**config.mk**
```make
export PLATFORM = sky130hd
export DESIGN_NAME = myled_pwm_axi_slave
export DESIGN_NICKNAME = d
export VERILOG_FILES = /design/src/rtl/myled_pwm_axi_slave.sv
export SDC_FILE = /design/constraint.sdc
export NUM_CORES = 1
export LEC_CHECK = 0
export BUFFER_PORTS_ARGS = -buffer_cell sky130_fd_sc_hd__clkbuf_2
export CORE_MARGIN = 1.5
export CORE_UTILIZATION = 59
export CTS_BUF_LIST = sky130_fd_sc_hd__clkbuf_8 sky130_fd_sc_hd__clkbuf_16
export CTS_CLUSTER_SIZE = 16
export DETAILED_ROUTE_END_ITERATION = 10
export PLACE_DENSITY = 0.78
export SETUP_SLACK_MARGIN = 0.3
export SYNTH_ARGS = -nofsm -noshare
export SYNTH_HDL_FRONTEND = slang
export SYNTH_SLANG_ARGS = --single-unit
```
**constraint.sdc**
```tcl
create_clock -name S_AXI_ACLK -period 2.63 [get_ports S_AXI_ACLK]
set_input_delay 0.1315 -clock S_AXI_ACLK [delete_from_list [all_inputs] [get_ports S_AXI_ACLK]]
set_output_delay 0.1315 -clock S_AXI_ACLK [all_outputs]
set_load 0.01 [all_outputs]
```
**src/rtl/myled_pwm_axi_slave.sv**
```systemverilog
// myLED AXI4-Lite slave: four RW registers driving per-LED 8-bit PWM dimming.
// Define MYLED_BLINK_EN to add blink gating controlled by the 0xC register.
module myled_pwm_axi_slave #(
    parameter int C_S_AXI_DATA_WIDTH = 32,
    parameter int C_S_AXI_ADDR_WIDTH = 4,
    parameter int C_NUM_LEDS         = 4
) (
    input  logic                            S_AXI_ACLK,
    input  logic                            S_AXI_ARESETN,
    input  logic [C_S_AXI_ADDR_WIDTH-1:0]   S_AXI_AWADDR,
    input  logic [2:0]                      S_AXI_AWPROT,
    input  logic                            S_AXI_AWVALID,
    output logic                            S_AXI_AWREADY,
    input  logic [C_S_AXI_DATA_WIDTH-1:0]   S_AXI_WDATA,
    input  logic [C_S_AXI_DATA_WIDTH/8-1:0] S_AXI_WSTRB,
    input  logic                            S_AXI_WVALID,
    output logic                            S_AXI_WREADY,
    output logic [1:0]                      S_AXI_BRESP,
    output logic                            S_AXI_BVALID,
    input  logic                            S_AXI_BREADY,
    input  logic [C_S_AXI_ADDR_WIDTH-1:0]   S_AXI_ARADDR,
    input  logic [2:0]                      S_AXI_ARPROT,
    input  logic                            S_AXI_ARVALID,
    output logic                            S_AXI_ARREADY,
    output logic [C_S_AXI_DATA_WIDTH-1:0]   S_AXI_RDATA,
    output logic [1:0]                      S_AXI_RRESP,
    output logic                            S_AXI_RVALID,
    input  logic                            S_AXI_RREADY,
    output logic [C_NUM_LEDS-1:0]           led_o
);

    localparam int DW = C_S_AXI_DATA_WIDTH;
    localparam int NB = DW / 8;

    logic [3:0][DW-1:0]    reg_q, reg_d;
    logic                  awready_q, awready_d;
    logic                  bvalid_q, bvalid_d;
    logic                  arready_q, arready_d;
    logic                  rvalid_q, rvalid_d;
    logic [DW-1:0]         rdata_q, rdata_d;
    logic [15:0]           presc_cnt_q, presc_cnt_d;
    logic [7:0]            pwm_cnt_q, pwm_cnt_d;
    logic [C_NUM_LEDS-1:0] led_q, led_d, gate;
    logic                  wr_fire, rd_fire, enable, tick;
    logic [1:0]            wr_idx, rd_idx;
    logic                  unused_bits;

    assign unused_bits = &{1'b0, S_AXI_AWPROT, S_AXI_ARPROT, S_AXI_AWADDR[1:0], S_AXI_ARADDR[1:0]};

    assign wr_idx  = S_AXI_AWADDR[3:2];
    assign rd_idx  = S_AXI_ARADDR[3:2];
    assign wr_fire = awready_q & S_AXI_AWVALID & S_AXI_WVALID;
    assign rd_fire = arready_q & S_AXI_ARVALID;
    assign enable  = reg_q[0][0];
    assign tick    = enable & (presc_cnt_q == 16'd0);

    // Ready strobes are registered one-cycle pulses; the transfer happens on the edge they are high.
    always_comb begin
        awready_d = S_AXI_AWVALID & S_AXI_WVALID & ~bvalid_q & ~awready_q;
        arready_d = S_AXI_ARVALID & ~rvalid_q & ~arready_q;
        bvalid_d  = bvalid_q;
        rvalid_d  = rvalid_q;
        rdata_d   = rdata_q;
        reg_d     = reg_q;
        if (wr_fire) begin
            bvalid_d = 1'b1;
        end else if (S_AXI_BREADY) begin
            bvalid_d = 1'b0;
        end
        if (rd_fire) begin
            rvalid_d = 1'b1;
            rdata_d  = reg_q[rd_idx];
        end else if (S_AXI_RREADY) begin
            rvalid_d = 1'b0;
        end
        if (wr_fire) begin
            for (int b = 0; b < NB; b++) begin
                if (S_AXI_WSTRB[b]) begin
                    reg_d[wr_idx][8*b +: 8] = S_AXI_WDATA[8*b +: 8];
                end
            end
        end
    end

    always_comb begin
        presc_cnt_d = '0;
        pwm_cnt_d   = '0;
        if (enable) begin
            presc_cnt_d = tick ? reg_q[2][15:0] : presc_cnt_q - 16'd1;
            pwm_cnt_d   = tick ? pwm_cnt_q + 8'd1 : pwm_cnt_q;
        end
        for (int n = 0; n < C_NUM_LEDS; n++) begin
            led_d[n] = enable & (pwm_cnt_q < reg_q[1][8*n +: 8]) & gate[n];
        end
    end

`ifdef MYLED_BLINK_EN
    logic [23:0] blink_cnt_q, blink_cnt_d;
    logic        phase_q, phase_d, wrap;

    assign wrap = tick & (pwm_cnt_q == 8'hFF);

    // A zero half-period never matches, so the phase stays on.
    always_comb begin
        blink_cnt_d = '0;
        phase_d     = phase_q;
        gate        = '1;
        if (enable) begin
            blink_cnt_d = blink_cnt_q;
            if (wrap) begin
                if ((reg_q[3][23:0] != 24'd0) && (blink_cnt_q + 24'd1 == reg_q[3][23:0])) begin
                    blink_cnt_d = '0;
                    phase_d     = ~phase_q;
                end else begin
                    blink_cnt_d = blink_cnt_q + 24'd1;
                end
            end
        end
        for (int n = 0; n < C_NUM_LEDS; n++) begin
            gate[n] = ~reg_q[3][28+n] | phase_q;
        end
    end

    always_ff @(posedge S_AXI_ACLK) begin
        if (!S_AXI_ARESETN) begin
            blink_cnt_q <= '0;
            phase_q     <= 1'b1;
        end else begin
            blink_cnt_q <= blink_cnt_d;
            phase_q     <= phase_d;
        end
    end
`else
    assign gate = '1;
`endif

    always_ff @(posedge S_AXI_ACLK) begin
        if (!S_AXI_ARESETN) begin
            reg_q       <= '0;
            awready_q   <= 1'b0;
            bvalid_q    <= 1'b0;
            arready_q   <= 1'b0;
            rvalid_q    <= 1'b0;
            rdata_q     <= '0;
            presc_cnt_q <= '0;
            pwm_cnt_q   <= '0;
            led_q       <= '0;
        end else begin
            reg_q       <= reg_d;
            awready_q   <= awready_d;
            bvalid_q    <= bvalid_d;
            arready_q   <= arready_d;
            rvalid_q    <= rvalid_d;
            rdata_q     <= rdata_d;
            presc_cnt_q <= presc_cnt_d;
            pwm_cnt_q   <= pwm_cnt_d;
            led_q       <= led_d;
        end
    end

    assign S_AXI_AWREADY = awready_q;
    assign S_AXI_WREADY  = awready_q;
    assign S_AXI_BRESP   = 2'b00;
    assign S_AXI_BVALID  = bvalid_q;
    assign S_AXI_ARREADY = arready_q;
    assign S_AXI_RDATA   = rdata_q;
    assign S_AXI_RRESP   = 2'b00;
    assign S_AXI_RVALID  = rvalid_q;
    assign led_o         = led_q;

endmodule

```
==> impl_results.md, run 1 <==
* Gr ovfl total at 0
* Peak supply drop at 508 uV
* IO Count at ~100
* Starting density of the core at 0.612
* Die X at 126 um
* Netlist cell types at 43
* Total CTS buffers at 17
* Pre-CTS setup slack at 447 ps
* PwrDens at 551 nW/um2
* FF+latch count, synth at 192
* Die Y at between 100 and 150 um
* Endpoints failing hold at 0
* Layout Cells excl Fill at between 1000 and 1500
* Final setup fails at 0
* Post-CTS Repair Setup Buffers at 0
* CTS tree: built
* Starting DRT DRC Count at 535
* Synth area leader: dfxtp_1
* 1st-pass router iterations at 5
* Slew @ Worst Pin at 672 ps
* Ant diodes at 0
* Fraction of layout cells with a size suffix above 1 at 0.169
* CP Data Required Time at a little under 3000 ps
* Synth top area cells: dfxtp_1, a21boi_0, mux4_2
* Vias per inst at 5.80
* Placed instance area at 9680 um2
* Die Area at 16000 um2
* Startpoint class of the critical path: flop
* Core Util, Final at 0.724
* Global-route wire length before repair at 35800 um
* Mean Syn Cell Area at roughly 9.1 um2
* Post-synthesis cell area at 8990 um2
* Max Clock Freq at 457 MHz
* Syn Inst Count at 983
* RSZ-0062 raised after global routing: true
* Area Overhead vs Synth at 18.4%
* DR WL/cell at about 17 um
* Worst r2r path cells at 5
* Vias in the first global route at roughly 7000
* Fill count at 1106
* Outcome: finished, final reports clean
* Slack of the critical path at 442 ps
* CP arrival at between 2000 and 3000 ps
* Hold depth at 3
* Dpl hpwl at 14000 um
* Clock period minus final worst setup slack at 2190 ps
* Worst Skew at about 9.7 ps
* Antenna violations before repair at 0
* Hold Crit Class: input port to flop
* Cell row count at between 40 and 50
* ANT nets after route at 0
* Clk Tree Root Cell: clkbuf_16
* Final instance area at 10600 um2
* # DRC at 0
* IO buf count at 87
* Max_cap viols at 0
* Reg area at 3840 um2
* Nets at 1183
* EDFF count, synth at 0
* Critical Path Sink Type: flop
* Clock Pin Slew Worst Setup and Hold Paths at 70 ps
* Register area share after synthesis at 0.427
* WL final at 21900 um
* Clk sinks at about 190
* Core Area at 14700 um2
* Total power at just under 6 mW
* Lkg Pwr at ~4.1 nW
* Largest net degree at the start of global routing at 165
* Count of final max-slew check failures at 0
* Rel. slew slack at 0.550
* Multi-input logic area at 4780 um2
* Main flop type after synthesis: dfxtp_1
* Clock latency on the worst-skew pair at 440 ps
* Worst hold slack at 13.7 ps
* Yosys top cell area share at 0.427
* Final worst-path cycle share at 0.832
* Setup TNS at 0 ps
* Final RePlAce weighted congestion at 0.840
* Synth warnings at 0
* Deepest level of the CTS H-tree at 4
* Total track usage at 0.282
* Clk buf depth at 2
* Via count at 7485
* Crit Path Class: flop to flop
* Crit path max fanout at 14
* Dpl cells at 1224
* Asr flop ratio synth at 0
-- Yosys cell counts (all sizes together), types with 18 or more instances --
cell    count
buf        19
mux4       32
nor2b      34
a21boi    129
ha         31
inv        35
o21ai     101
mux2i      32
nand2     175
nor2       45
dfxtp     192
a211oi     18
clkbuf     45
-- kinds of logic after synthesis --
kind of cell / after synthesis / share of synthesized area
compound gates: 264 / 0.190
fa+ha+maj: 31 / 0.0431
simple gates: 315 / 0.162
other cells: 1 / 0.000417
flops: 192 / 0.427
buf+inv: 99 / 0.0441
mux: 64 / 0.116
xor+xnor: 17 / 0.0166
-- area by class of cell --
type / count / area share
sequential: 192 / 0.361
clock inverter: 12 / 0.0135
multi-input combinational: 695 / 0.449
inverter: 35 / 0.0123
tap: 184 / 0.0216
timing repair buffer: 154 / 0.100
clock buffer: 19 / 0.0425
-- power breakdown --
part,switching [mW],total (mW),internal (mW)
Clock,1.10,2.63,1.53
Sequential,0.00570,2.92,2.91
Combinational,0.175,0.319,0.144
Total,1.28,5.87,4.59
-- per-layer routing --
| metal | share of wire | global-route usage |
|---|---|---|
| met1 | 0.45 | 0.371 |
| met2 | 0.49 | 0.477 |
| met3 | 0.042 | 0.0477 |
| met4 | 0.017 | 0.0852 |
| met5 | 0 | 0 |
-- final timing paths --
check,from,to,slack (ps)
hold reg to reg,S_AXI_BVALID,S_AXI_AWREADY,450
setup reg to reg,S_AXI_AWREADY,reg_q[34],440
hold / removal,S_AXI_WDATA[9],reg_q[41],10
setup / recovery,S_AXI_AWREADY,reg_q[34],440
-- state kept, by name, summed over array words and instances, names as in the netlist --
signal	flops
S_AXI_RVALID	1
pwm_cnt_q	8
S_AXI_BVALID	1
S_AXI_ARREADY	1
led_o	4
S_AXI_RDATA	32
presc_cnt_q	16
S_AXI_AWREADY	1
enable	1
reg_q	127
-- cell usage in the layout, fill, tap and decap left out, drive strengths merged, types with 31 or more instances in the layout --
cell and instances:
inv 37, dlygate4sd3 36, mux4 32, a21boi 129
nor2 45, clkbuf 105, mux2i 32, nor2b 34
buf 32, nand2 175, o21ai 101, ha 31
dfxtp 192
-- critical path, cell delays in order (launching register included) --
cell	delay [ps]
dfxtp_1	380
and3_1	400
nand2_1	380
nor2_1	610
nand2_1	130
a21boi_0	200
-- what timing repair did --
item	in CTS	in global routing
setup endpoints to repair	0	17
hold endpoints to repair	91	0
hold buffers	36	0
resized for setup	0	3
Note: power is estimated with default switching activity, not from simulation.
==> inputs of run 2 (changes only) <==
CORE_UTILIZATION = 53   (was 59)
PLACE_DENSITY = 0.74   (was 0.78)
clock period = 2 ns   (was 2.63 ns; I/O delays follow)
==> run 2 against run 1 <==
  * Die area increased by 11%
  * Sequential share of layout area decreased by 1.4 points
  * Critical path depth increased by 1
  * Critical endpoint is now pwm_cnt_q[5]
  * Largest cell class unchanged
==> impl_results.md, run 2 (same netlist as run 1, synthesis figures left out) <==
* Cell row count at 47 (+6.8%)
* Dpl hpwl at 14800 um (+6.1%)
* Clock latency on the worst-skew pair at 440 ps (about the same)
* Total CTS buffers at 17 (unchanged)
* Vias in the first global route at 7584 (+8.6%)
* Crit path max fanout at 5 (-9)
* Count of final max-slew check failures at 0 (unchanged)
* ANT nets after route at 0 (unchanged)
* Reg2reg end: pwm_cnt_q[5]
* PwrDens at 691 nW/um2 (+25%)
* Gr ovfl total at 0 (unchanged)
* Final RePlAce weighted congestion at 0.827 (-1.6%)
* Most frequent cells in the layout: dfxtp_1, nand2_1, a21boi_0
* Clk sinks at 192 (unchanged)
* Lkg Pwr at 4.28 nW (+4.7%)
* Antenna violations before repair at 0 (unchanged)
* WL final at 22900 um (+4.8%)
* Pre-CTS setup slack at 83.4 ps (-364 ps)
* 1st-pass router iterations at 4 (-1)
* DR WL/cell at 16.9 um (-0.10%)
* Clock period minus final worst setup slack at 1770 ps (-415 ps)
* Core Area at 16600 um2 (+13%)
* Startpoint class of the critical path: flop
* CTS tree: built
* Setup TNS at 0 ps (unchanged)
* Buf+Inv Stages, Crit Path at 1 (+1)
* CP top delay family: simple AND/OR/NAND/NOR gates
* Final setup fails at 0 (unchanged)
* Largest net degree at the start of global routing at 66 (-60%)
* Crit-path max cell delay at 400 ps (-210 ps)
* Vias per inst at 5.64 (-2.7%)
* Cell chain of the critical path: nor4_4 -> buf_6 -> nand4_4 -> or2_4 -> or4_1 -> a21oi_1
* Commonest non-fill, non-tap cell in the layout: dfxtp_1
* Max Clock Freq at 564 MHz (+23%)
* Clk Tree Root Cell: clkbuf_16
* Total track usage at 0.264 (-0.0172)
* IO buf count at 87 (unchanged)
* Deepest level of the CTS H-tree at 4 (unchanged)
* Worst hold start: S_AXI_ARESETN
* Slack of the critical path at 226 ps (-215 ps)
* Starting DRT DRC Count at 480 (-10%)
* Clk buf depth at 2 (unchanged)
* RR Startpoint: presc_cnt_q[4]
* Nets at 1209 (+2.2%)
* Worst hold slack at 111 ps (+97.5 ps)
* Ant diodes at 0 (unchanged)
* Core Util, Final at 0.671 (-0.0538)
* Largest reg by FF count: reg_q
* Hold Crit Class: input port to flop
* Outcome: finished, final reports clean
* IO Count at 102 (unchanged)
* Hold depth at 2 (-1)
* Clock Pin Slew Worst Setup and Hold Paths at 70 ps (about the same)
* Worst r2r path cells at 6 (+1)
* Final worst-path cycle share at 0.887 (+0.0548)
* Multi-input logic area at 4940 um2 (+3.5%)
* RSZ-0062 raised after global routing: true
* Worst Skew at 9.86 ps (+0.121 ps)
* CP max-delay cell: or4_1
* Peak supply drop at 587 uV (+16%)
* Max_cap viols at 0 (unchanged)
* CP arrival at 2140 ps (-400 ps)
* Via count at 7640 (+2.1%)
* Crit Path Class: flop to flop
* Placed instance area at 9880 um2 (+2.1%)
* Critical Path Sink Type: flop
* Die Y at 133 um (+5.4%)
* Hold Path Sink: S_AXI_BVALID
* Reg area at 3850 um2 (+0.26%)
* CP Data Required Time at 2370 ps (-610 ps)
* Critical path depth at 6 (+1)
* Starting density of the core at 0.542 (-0.0695)
* Fraction of layout cells with a size suffix above 1 at 0.218 (+0.0489)
* R2R setup slack at 230 ps (-220 ps)
* Die Area at 17800 um2 (+11%)
* # DRC at 0 (unchanged)
* Area Overhead vs Synth at 23.7%
* Flip-flop count of the largest register after layout at 127 (unchanged)
* Endpoints failing hold at 0 (unchanged)
* Global-route wire length before repair at 37500 um (+4.8%)
* Final instance area at 11100 um2 (+4.4%)
* Die X at 133 um (+5.4%)
* Fill count at 1335 (+21%)
run 2: how the worst max path moves through the flow:
stage                         startpoint         endpoint  slack, ps
after floorplan           presc_cnt_q[7]     pwm_cnt_q[5]        180
after CTS                 presc_cnt_q[4]     pwm_cnt_q[5]        250
after detailed placement  presc_cnt_q[9]   presc_cnt_q[1]         80
final                     presc_cnt_q[4]     pwm_cnt_q[5]        230
after global placement    presc_cnt_q[9]     pwm_cnt_q[0]        160
after global routing      presc_cnt_q[4]  presc_cnt_q[12]        170
run 2: stage by stage:
stage,power (mW),cells
finish,7.69,1354
CTS,7.73,1352
global placement,4.29,1275
detailed placement,4.29,1275
global route,7.91,1354
floorplan,4.13,986
run 2: layout make-up:
type | count | share of cell area
Multi-Input combinational cell | 695 | 0.445
Sequential cell | 192 | 0.347
Timing Repair Buffer | 180 | 0.119
Clock buffer | 19 | 0.0407
Tap cell | 220 | 0.0248
Clock inverter | 13 | 0.0125
Inverter | 35 | 0.0118
run 2: per-layer routing:
layer  vias to the layer above  global-route usage  part of all wire
met5                         -                   0                 0
li1                       3693                   -                 -
met1                      3723               0.338              0.44
met2                       189               0.453              0.50
met3                        35              0.0434             0.040
met4                         0              0.0930             0.018
run 2: repair_timing:
action / in CTS / in global routing
pin swaps: 4 / 5
resized for setup: 8 / 40
hold buffers: 37 / 0
cloned: 0 / 1
setup endpoints to repair: 34 / 102
endpoints found under the hold margin: 120 / 0
setup buffers: 8 / 1
run 2: worst register-to-register path, delay by kind of cell (launching register included):
family          cells  cell delay, ps
compound gates      1             130
buf+inv             1             160
simple gates        4            1070
flops               1             350
run 2: where the power goes:
part | internal, mW | total (mW) | switching, mW | leakage, nW
clock | 1.91 | 3.42 | 1.51 | 0.283
combinational | 0.197 | 0.435 | 0.238 | 2.45
sequential | 3.83 | 3.83 | 0.00647 | 1.55
